--- config.mk ---
export PLATFORM = sky130hd
export DESIGN_NAME = pin_controller_flat
export DESIGN_NICKNAME = d
export VERILOG_FILES = /design/src/rtl/pin_pkg.sv /design/src/rtl/pin_controller_if.sv /design/src/rtl/pin_controller_cmd_decode.sv /design/src/rtl/pin_controller.sv /design/src/flat_wrapper.sv
export SDC_FILE = /design/constraint.sdc
export NUM_CORES = 1
export LEC_CHECK = 0
export ABC_CLOCK_PERIOD_IN_PS = 3200
export CAP_MARGIN = 10
export CORE_MARGIN = 2
export CORE_UTILIZATION = 53
export CTS_BUF_LIST = sky130_fd_sc_hd__clkbuf_4
export CTS_CLUSTER_DIAMETER = 200
export DETAILED_ROUTE_END_ITERATION = 8
export PLACE_DENSITY_LB_ADDON = 0.12
export REMOVE_ABC_BUFFERS = 1
export SYNTH_ARGS = -nofsm -noshare
export SYNTH_HDL_FRONTEND = slang
export SYNTH_SLANG_ARGS = --single-unit
--- constraint.sdc ---
create_clock -name clk -period 3.2 [get_ports clk]
set_input_delay 0.32 -clock clk [delete_from_list [all_inputs] [get_ports clk]]
set_output_delay 0.32 -clock clk [all_outputs]
set_load 0.02 [all_outputs]
--- src/rtl/pin_pkg.sv ---
// Shared definitions for command-bus slaves: opcodes, address fields, pin FSM states.
package pin_pkg;

   localparam int CTRL_H = 15;
   localparam int CTRL_L = 8;
   localparam int CMD_H  = 3;
   localparam int CMD_L  = 0;

   typedef enum logic [3:0] {
      CMD_CONST_LOW  = 4'd0,
      CMD_CONST_HIGH = 4'd1,
      CMD_SET_HIGH   = 4'd2,
      CMD_SET_LOW    = 4'd3,
      CMD_START      = 4'd4,
      CMD_STOP       = 4'd5,
      CMD_READ_COUNT = 4'd7
   } cmd_e;

   typedef enum logic [1:0] {
      ST_LOW   = 2'd0,
      ST_HIGH  = 2'd1,
      ST_SQ_HI = 2'd2,
      ST_SQ_LO = 2'd3
   } state_e;

   // A programmed phase length of zero behaves as one cycle.
   function automatic logic [15:0] eff_time(input logic [15:0] t);
      return (t == 16'd0) ? 16'd1 : t;
   endfunction

endpackage

--- src/rtl/pin_controller_if.sv ---
// Scheduler command bus as seen by one pin slave, including the readback path.
interface pin_controller_if;
   logic [18:0] cmd_bus_addr;
   logic [15:0] cmd_bus_data;
   logic        cmd_bus_en;
   logic        cmd_bus_rd;
   logic        cmd_bus_wr;
   logic [15:0] rd_data;
   logic        rd_valid;

   modport master (output cmd_bus_addr, cmd_bus_data, cmd_bus_en, cmd_bus_rd, cmd_bus_wr,
                   input  rd_data, rd_valid);
   modport slave  (input  cmd_bus_addr, cmd_bus_data, cmd_bus_en, cmd_bus_rd, cmd_bus_wr,
                   output rd_data, rd_valid);
endinterface

--- src/rtl/pin_controller_cmd_decode.sv ---
// Address match and write/read strobe decode for a command-bus slave at POSITION.
module cmd_decode
   import pin_pkg::*;
#(
   parameter logic [7:0] POSITION = 8'd0
) (
   input  logic [18:0] addr,
   input  logic        en,
   input  logic        wr,
   input  logic        rd,
   output logic        wr_acc,
   output logic        rd_acc,
   output logic [3:0]  cmd
);

   logic match;
   logic unused_addr_bits;

   assign match  = (addr[CTRL_H:CTRL_L] == POSITION);
   assign cmd    = addr[CMD_H:CMD_L];
   assign wr_acc = en & wr & match;
   // A simultaneous write wins; the read is dropped.
   assign rd_acc = en & rd & ~wr & match & (cmd == CMD_READ_COUNT);

   assign unused_addr_bits = ^{addr[18:16], addr[7:4]};

endmodule

--- src/rtl/pin_controller.sv ---
// One output pin: constant low/high or free-running square wave with programmable phases.
// Optional PIN_CYCLE_COUNT_EN adds a completed-period counter readable with command 7.
module pin_controller
   import pin_pkg::*;
#(
   parameter logic [7:0] POSITION = 8'd0
) (
   input  logic             clk,
   input  logic             rst,
   pin_controller_if.slave  bus,
   output logic             pin_out,
   output logic             running
);

   logic       wr_acc, rd_acc;
   logic [3:0] cmd;

   cmd_decode #(.POSITION(POSITION)) u_dec (
      .addr   (bus.cmd_bus_addr),
      .en     (bus.cmd_bus_en),
      .wr     (bus.cmd_bus_wr),
      .rd     (bus.cmd_bus_rd),
      .wr_acc (wr_acc),
      .rd_acc (rd_acc),
      .cmd    (cmd)
   );

   state_e      state_q, state_d;
   logic [15:0] cnt_q, cnt_d;
   logic [15:0] high_q, high_d;
   logic [15:0] low_q, low_d;
   logic        restart;

   always_ff @(posedge clk or negedge rst) begin
      if (!rst) begin
         state_q <= ST_LOW;
         cnt_q   <= 16'd0;
         high_q  <= 16'd1;
         low_q   <= 16'd1;
         pin_out <= 1'b0;
      end else begin
         state_q <= state_d;
         cnt_q   <= cnt_d;
         high_q  <= high_d;
         low_q   <= low_d;
         pin_out <= (state_d == ST_HIGH) || (state_d == ST_SQ_HI);
      end
   end

   // Wave advances with the times registered before this edge; an accepted
   // command then overrides state/counter for the same edge.
   always_comb begin
      state_d = state_q;
      cnt_d   = cnt_q;
      high_d  = high_q;
      low_d   = low_q;
      restart = 1'b0;
      case (state_q)
         ST_SQ_HI: begin
            if (cnt_q >= eff_time(high_q)) begin
               state_d = ST_SQ_LO;
               cnt_d   = 16'd1;
            end else begin
               cnt_d = cnt_q + 16'd1;
            end
         end
         ST_SQ_LO: begin
            if (cnt_q >= eff_time(low_q)) begin
               state_d = ST_SQ_HI;
               cnt_d   = 16'd1;
            end else begin
               cnt_d = cnt_q + 16'd1;
            end
         end
         default: ;
      endcase
      if (wr_acc) begin
         case (cmd)
            CMD_CONST_LOW:  state_d = ST_LOW;
            CMD_CONST_HIGH: state_d = ST_HIGH;
            CMD_SET_HIGH:   high_d  = bus.cmd_bus_data;
            CMD_SET_LOW:    low_d   = bus.cmd_bus_data;
            CMD_START: begin
               state_d = ST_SQ_HI;
               cnt_d   = 16'd1;
               restart = 1'b1;
            end
            CMD_STOP: begin
               state_d = ST_LOW;
               cnt_d   = 16'd0;
               restart = 1'b1;
            end
            default: ;
         endcase
      end
   end

   assign running = (state_q == ST_SQ_HI) || (state_q == ST_SQ_LO);

`ifdef PIN_CYCLE_COUNT_EN
   logic [15:0] periods_q;

   always_ff @(posedge clk or negedge rst) begin
      if (!rst) begin
         periods_q    <= 16'd0;
         bus.rd_data  <= 16'd0;
         bus.rd_valid <= 1'b0;
      end else begin
         if (restart)
            periods_q <= 16'd0;
         else if (state_q == ST_SQ_LO && state_d == ST_SQ_HI)
            periods_q <= periods_q + 16'd1;
         bus.rd_valid <= rd_acc;
         bus.rd_data  <= rd_acc ? periods_q : 16'd0;
      end
   end
`else
   logic unused_rd;

   assign unused_rd    = rd_acc ^ restart;
   assign bus.rd_data  = 16'd0;
   assign bus.rd_valid = 1'b0;
`endif

endmodule

--- src/flat_wrapper.sv ---
// flat-port wrapper written by rule: the top's interface ports become plain ports
module pin_controller_flat import pin_pkg::*;
#(
   parameter logic [7:0] POSITION = 8'd0
)
  (clk, rst, pin_out, running, bus_cmd_bus_addr, bus_cmd_bus_data, bus_cmd_bus_en, bus_cmd_bus_rd, bus_cmd_bus_wr, bus_rd_data, bus_rd_valid);
  pin_controller_if bus_i ();
  input  logic clk;
  input  logic rst;
  output logic pin_out;
  output logic running;
  input wire logic [$bits(bus_i.cmd_bus_addr)-1:0] bus_cmd_bus_addr;
  input wire logic [$bits(bus_i.cmd_bus_data)-1:0] bus_cmd_bus_data;
  input wire logic [$bits(bus_i.cmd_bus_en)-1:0] bus_cmd_bus_en;
  input wire logic [$bits(bus_i.cmd_bus_rd)-1:0] bus_cmd_bus_rd;
  input wire logic [$bits(bus_i.cmd_bus_wr)-1:0] bus_cmd_bus_wr;
  output wire logic [$bits(bus_i.rd_data)-1:0] bus_rd_data;
  output wire logic [$bits(bus_i.rd_valid)-1:0] bus_rd_valid;
  assign bus_i.cmd_bus_addr = bus_cmd_bus_addr;
  assign bus_i.cmd_bus_data = bus_cmd_bus_data;
  assign bus_i.cmd_bus_en = bus_cmd_bus_en;
  assign bus_i.cmd_bus_rd = bus_cmd_bus_rd;
  assign bus_i.cmd_bus_wr = bus_cmd_bus_wr;
  assign bus_rd_data = bus_i.rd_data;
  assign bus_rd_valid = bus_i.rd_valid;
  pin_controller #(.POSITION(POSITION)) u_core (.clk(clk), .rst(rst), .bus(bus_i), .pin_out(pin_out), .running(running));
endmodule
==> results by group <==
Run status
  – Status: finished clean

GRT
  – GRT Residual Overflow: 0
  – Vias in the first global route: 2,303
  – Largest net degree at the start of global routing: 51
  – Initial antenna violation count: 0
  – First-pass GRT wire length: 11,000 um
  – Total track usage: 21.5%

Place
  – Setup WS pre-CTS: 0.302 ns
  – IO buf count: 33
  – Gpl congestion: 0.813
  – DPL Wire Length: 5130 um

Synthesis
  – Synth Area in Simple Gates: 16.8%
  – Main synth FF type: dfrtp_1
  – Cell with the most instances after synthesis: dfrtp_1
  – Yosys top cell area share: 38.2%
  – Count of cell types in the netlist: 54
  – Cell taking the most area after synthesis: dfrtp_1
  – Post-synthesis sequential area ratio: 39.8%
  – Post-synthesis cell area: 0.00321 mm^2
  – Multiplexer share of the synthesized area: 6.31%
  – Synth Instances: 330
  – Adder-cell share of the synthesized area: 12.9%
  – Post-synth EDFFs: 0
  – Synth Area per Inst: 9.73 um^2
  – Fraction of registers with async set/reset: 100%
  – Dominant cells by area after synthesis: dfrtp_1, ha_1, mux2_2
  – Synth Area in Compound Gates: 12.2%
  – Largest family of logic cells by synthesized area: simple AND/OR/NAND/NOR gates
  – Area share of xor/xnor cells in the synthesized design: 2.45%
  – #FFs+latches synth: 51
  – Yosys warning count: 0
  – Synth cell count leaders: dfrtp_1, inv_1, ha_1

Clock network
  – PostCTS Resize Cnt: 0
  – Clock sinks: 51
  – CTS buffer count: 5
  – Clk Latency, worst-skew pair: 0.37 ns
  – H-tree Lvls: 2
  – CTS tree: yes
  – Clock transition at the registers of the reported paths: 0.14 ns
  – # Post-CTS Setup Buffers: 0
  – Clock root cell: clkbuf_4
  – Maximum root-to-sink buffer count: 2

Layout
  – Share of cells above drive strength 1: 11.2%
  – Storage cell area: 0.00128 mm^2
  – Fillcell total: 520
  – Area of the multi-input gates: 0.00170 mm^2
  – Layout area overhead: 13.4%
  – Ant diodes: 0
  – Nets: 438

Drt
  – Final WL: 6780 um
  – Via count: 2,465
  – Drt first pass iters: 4
  – Vias per cell: 5.59
  – Drt drc: 0
  – DR WL/cell: 15.4 um
  – Antenna Violating Nets Remaining: 0
  – Initial DRC count: 115

Worst setup path
  – Crit Path Max Fanout: 14
  – CP Class: flip-flop to flip-flop
  – Crit-path max cell delay: 0.43 ns
  – Crit path DAT: 3.18 ns
  – Reg-to-Reg Start: u_core.high_q[9]
  – Most used cell along the critical path: nor4_1
  – Crit path from: u_core.high_q[9]
  – Crit start category: flip-flop
  – Crit. End Element: flip-flop
  – Slowest CP cell: nor4_1
  – WP data required: 3.47 ns
  – CP Cell Sequence: nor4_1, a41o_1, ha_1, nand2b_1, a31oi_1, o221ai_1, a21oi_1, a21oi_2, nor4_1

STA
  – Endpoints failing setup: 0
  – RSZ-0062 raised after global routing: false
  – Clock skew: 0.00764 ns
  – Worst Tran Pin Value: 0.755 ns
  – Fin. max-slew vios: 0
  – Final WS setup: 0.294 ns
  – Final period utilization: 90.8%
  – Setup TNS: 0 ns
  – Final hold viol count: 0
  – Relative slew slack: 49.7%
  – Fmax: 344 MHz
  – Min Tclk post-route: 2.91 ns

Worst hold path
  – Worst min path class: primary input to asynchronous set/reset pin

Die
  – Placement row count: 28
  – Core footprint: 0.00589 mm^2
  – Die area: 0.00670 mm^2
  – DIE HEIGHT: 81.8 um
  – Io pins: 59
  – Starting Density: 54.6%
  – Chip width: 81.8 um

Power and ir drop
  – Internal power: 0.000840 W
  – Clock power share: 24.6%
  – PwrDens: 323 mW/mm^2
  – Lkg Pwr: 1.66 nW
  – Peak supply drop: 0.207 mV
  – Combinational share of power: 16.5%
  – Seq pwr share: 58.9%
  – Psw: 0.000336 W
  – Switching Fraction: 28.6%

Run
  – Max Cap Violations: 0
==> layer usage <==
metal / track usage, % / part of all wire [%] / wire length [um]
met1: 29.4 / 49 / 3300
met2: 35.1 / 46 / 3150
met3: 3.63 / 3.7 / 253
met4: 6.50 / 1.2 / 83
met5: 0 / 0 / 0
==> final timing paths <==
check,to,slack [ns],cells past startpoint
min reg2reg,u_core.low_q[12],0.57,1
max,u_core.cnt_q[2],0.29,9
min,u_core.low_q[8],0.33,2
max reg2reg,u_core.cnt_q[2],0.29,9
max in group asynchronous,u_core.high_q[0],2.17,4
min in group clk,u_core.high_q[4],0.51,3
==> repair_timing <==
item	4_1_cts	5_1_grt
endpoints found under the setup margin	0	0
hold buffers	0	1
endpoints found under the hold margin	0	9
==> power by group through the flow <==
stage	clock [W]	sequential (W)	combinational, W
after floorplan	0	0.000696	0.000108
final	0.000290	0.000693	0.000194
after global placement	0	0.000703	0.000183
after CTS	0.000296	0.000692	0.000191
after detailed placement	0	0.000704	0.000188
after global routing	0.000323	0.000696	0.000220
==> worst max-delay path: cells and delay by family (launching register included) <==
family,cells,cell delay (ns)
compound gates,5,1.28
fa+ha+maj,1,0.23
flops,1,0.40
simple gates,3,0.91
==> metrics by stage <==
stage / utilization (%) / std cells / instance area, um^2 / power, W / hold WS, ns
finish: 61.9 / 441 / 3640 / 0.00118 / 0.333
global route: 61.9 / 441 / 3640 / 0.00124 / 0.340
CTS: 61.4 / 439 / 3610 / 0.00118 / 0.180
detailed placement: 60.5 / 431 / 3560 / 0.000891 / 0.523
global placement: 60.5 / 431 / 3560 / 0.000886 / 0.524
floorplan: - / 319 / 3100 / 0.000804 / 0.0244
==> cells in the final DEF (no fill, tap or decap), types with 2 or more instances in the layout <==
master	count
a211o_1	2
a21o_1	2
a21oi_1	10
a31oi_1	2
a41o_1	2
and3_1	8
buf_4	4
clkbuf_4	5
clkdlybuf4s50_1	32
clkinv_1	2
conb_1	17
dfrtp_1	49
dfstp_2	2
ha_1	33
inv_1	34
mux2_2	18
nand2_1	25
nand2b_1	2
nand3_1	12
nand4_1	3
nor2_1	10
nor2b_1	2
nor3_1	14
nor4_1	11
o21ai_0	22
o21ai_1	2
or3_1	3
xnor2_1	3
xor2_1	6
==> sequential cells by signal, summed over array words and instances, names as in the netlist <==
signal	count
u_core.cnt_q	16
u_core.high_q	16
u_core.low_q	16
u_core.pin_out	1
u_core.state_q	2
==> final cells by class <==
type | count | share of cell area [%]
clock inverter | 3 | 0.412
sequential | 51 | 35.1
clock buffer | 5 | 1.03
timing repair buffer | 39 | 10.6
multi-input combinational | 234 | 46.8
tap | 75 | 2.58
inverter | 34 | 3.50
==> cells by family after synthesis <==
logic type	Yosys count
muxes	18
adders and majority gates	33
DFF	51
and+or+nand+nor	99
xor gates and xnor gates	9
other	1
AOI/OAI and AO/OA	58
buffers and inverters	61
No activity file was read; power rests on OpenSTA's default activity.
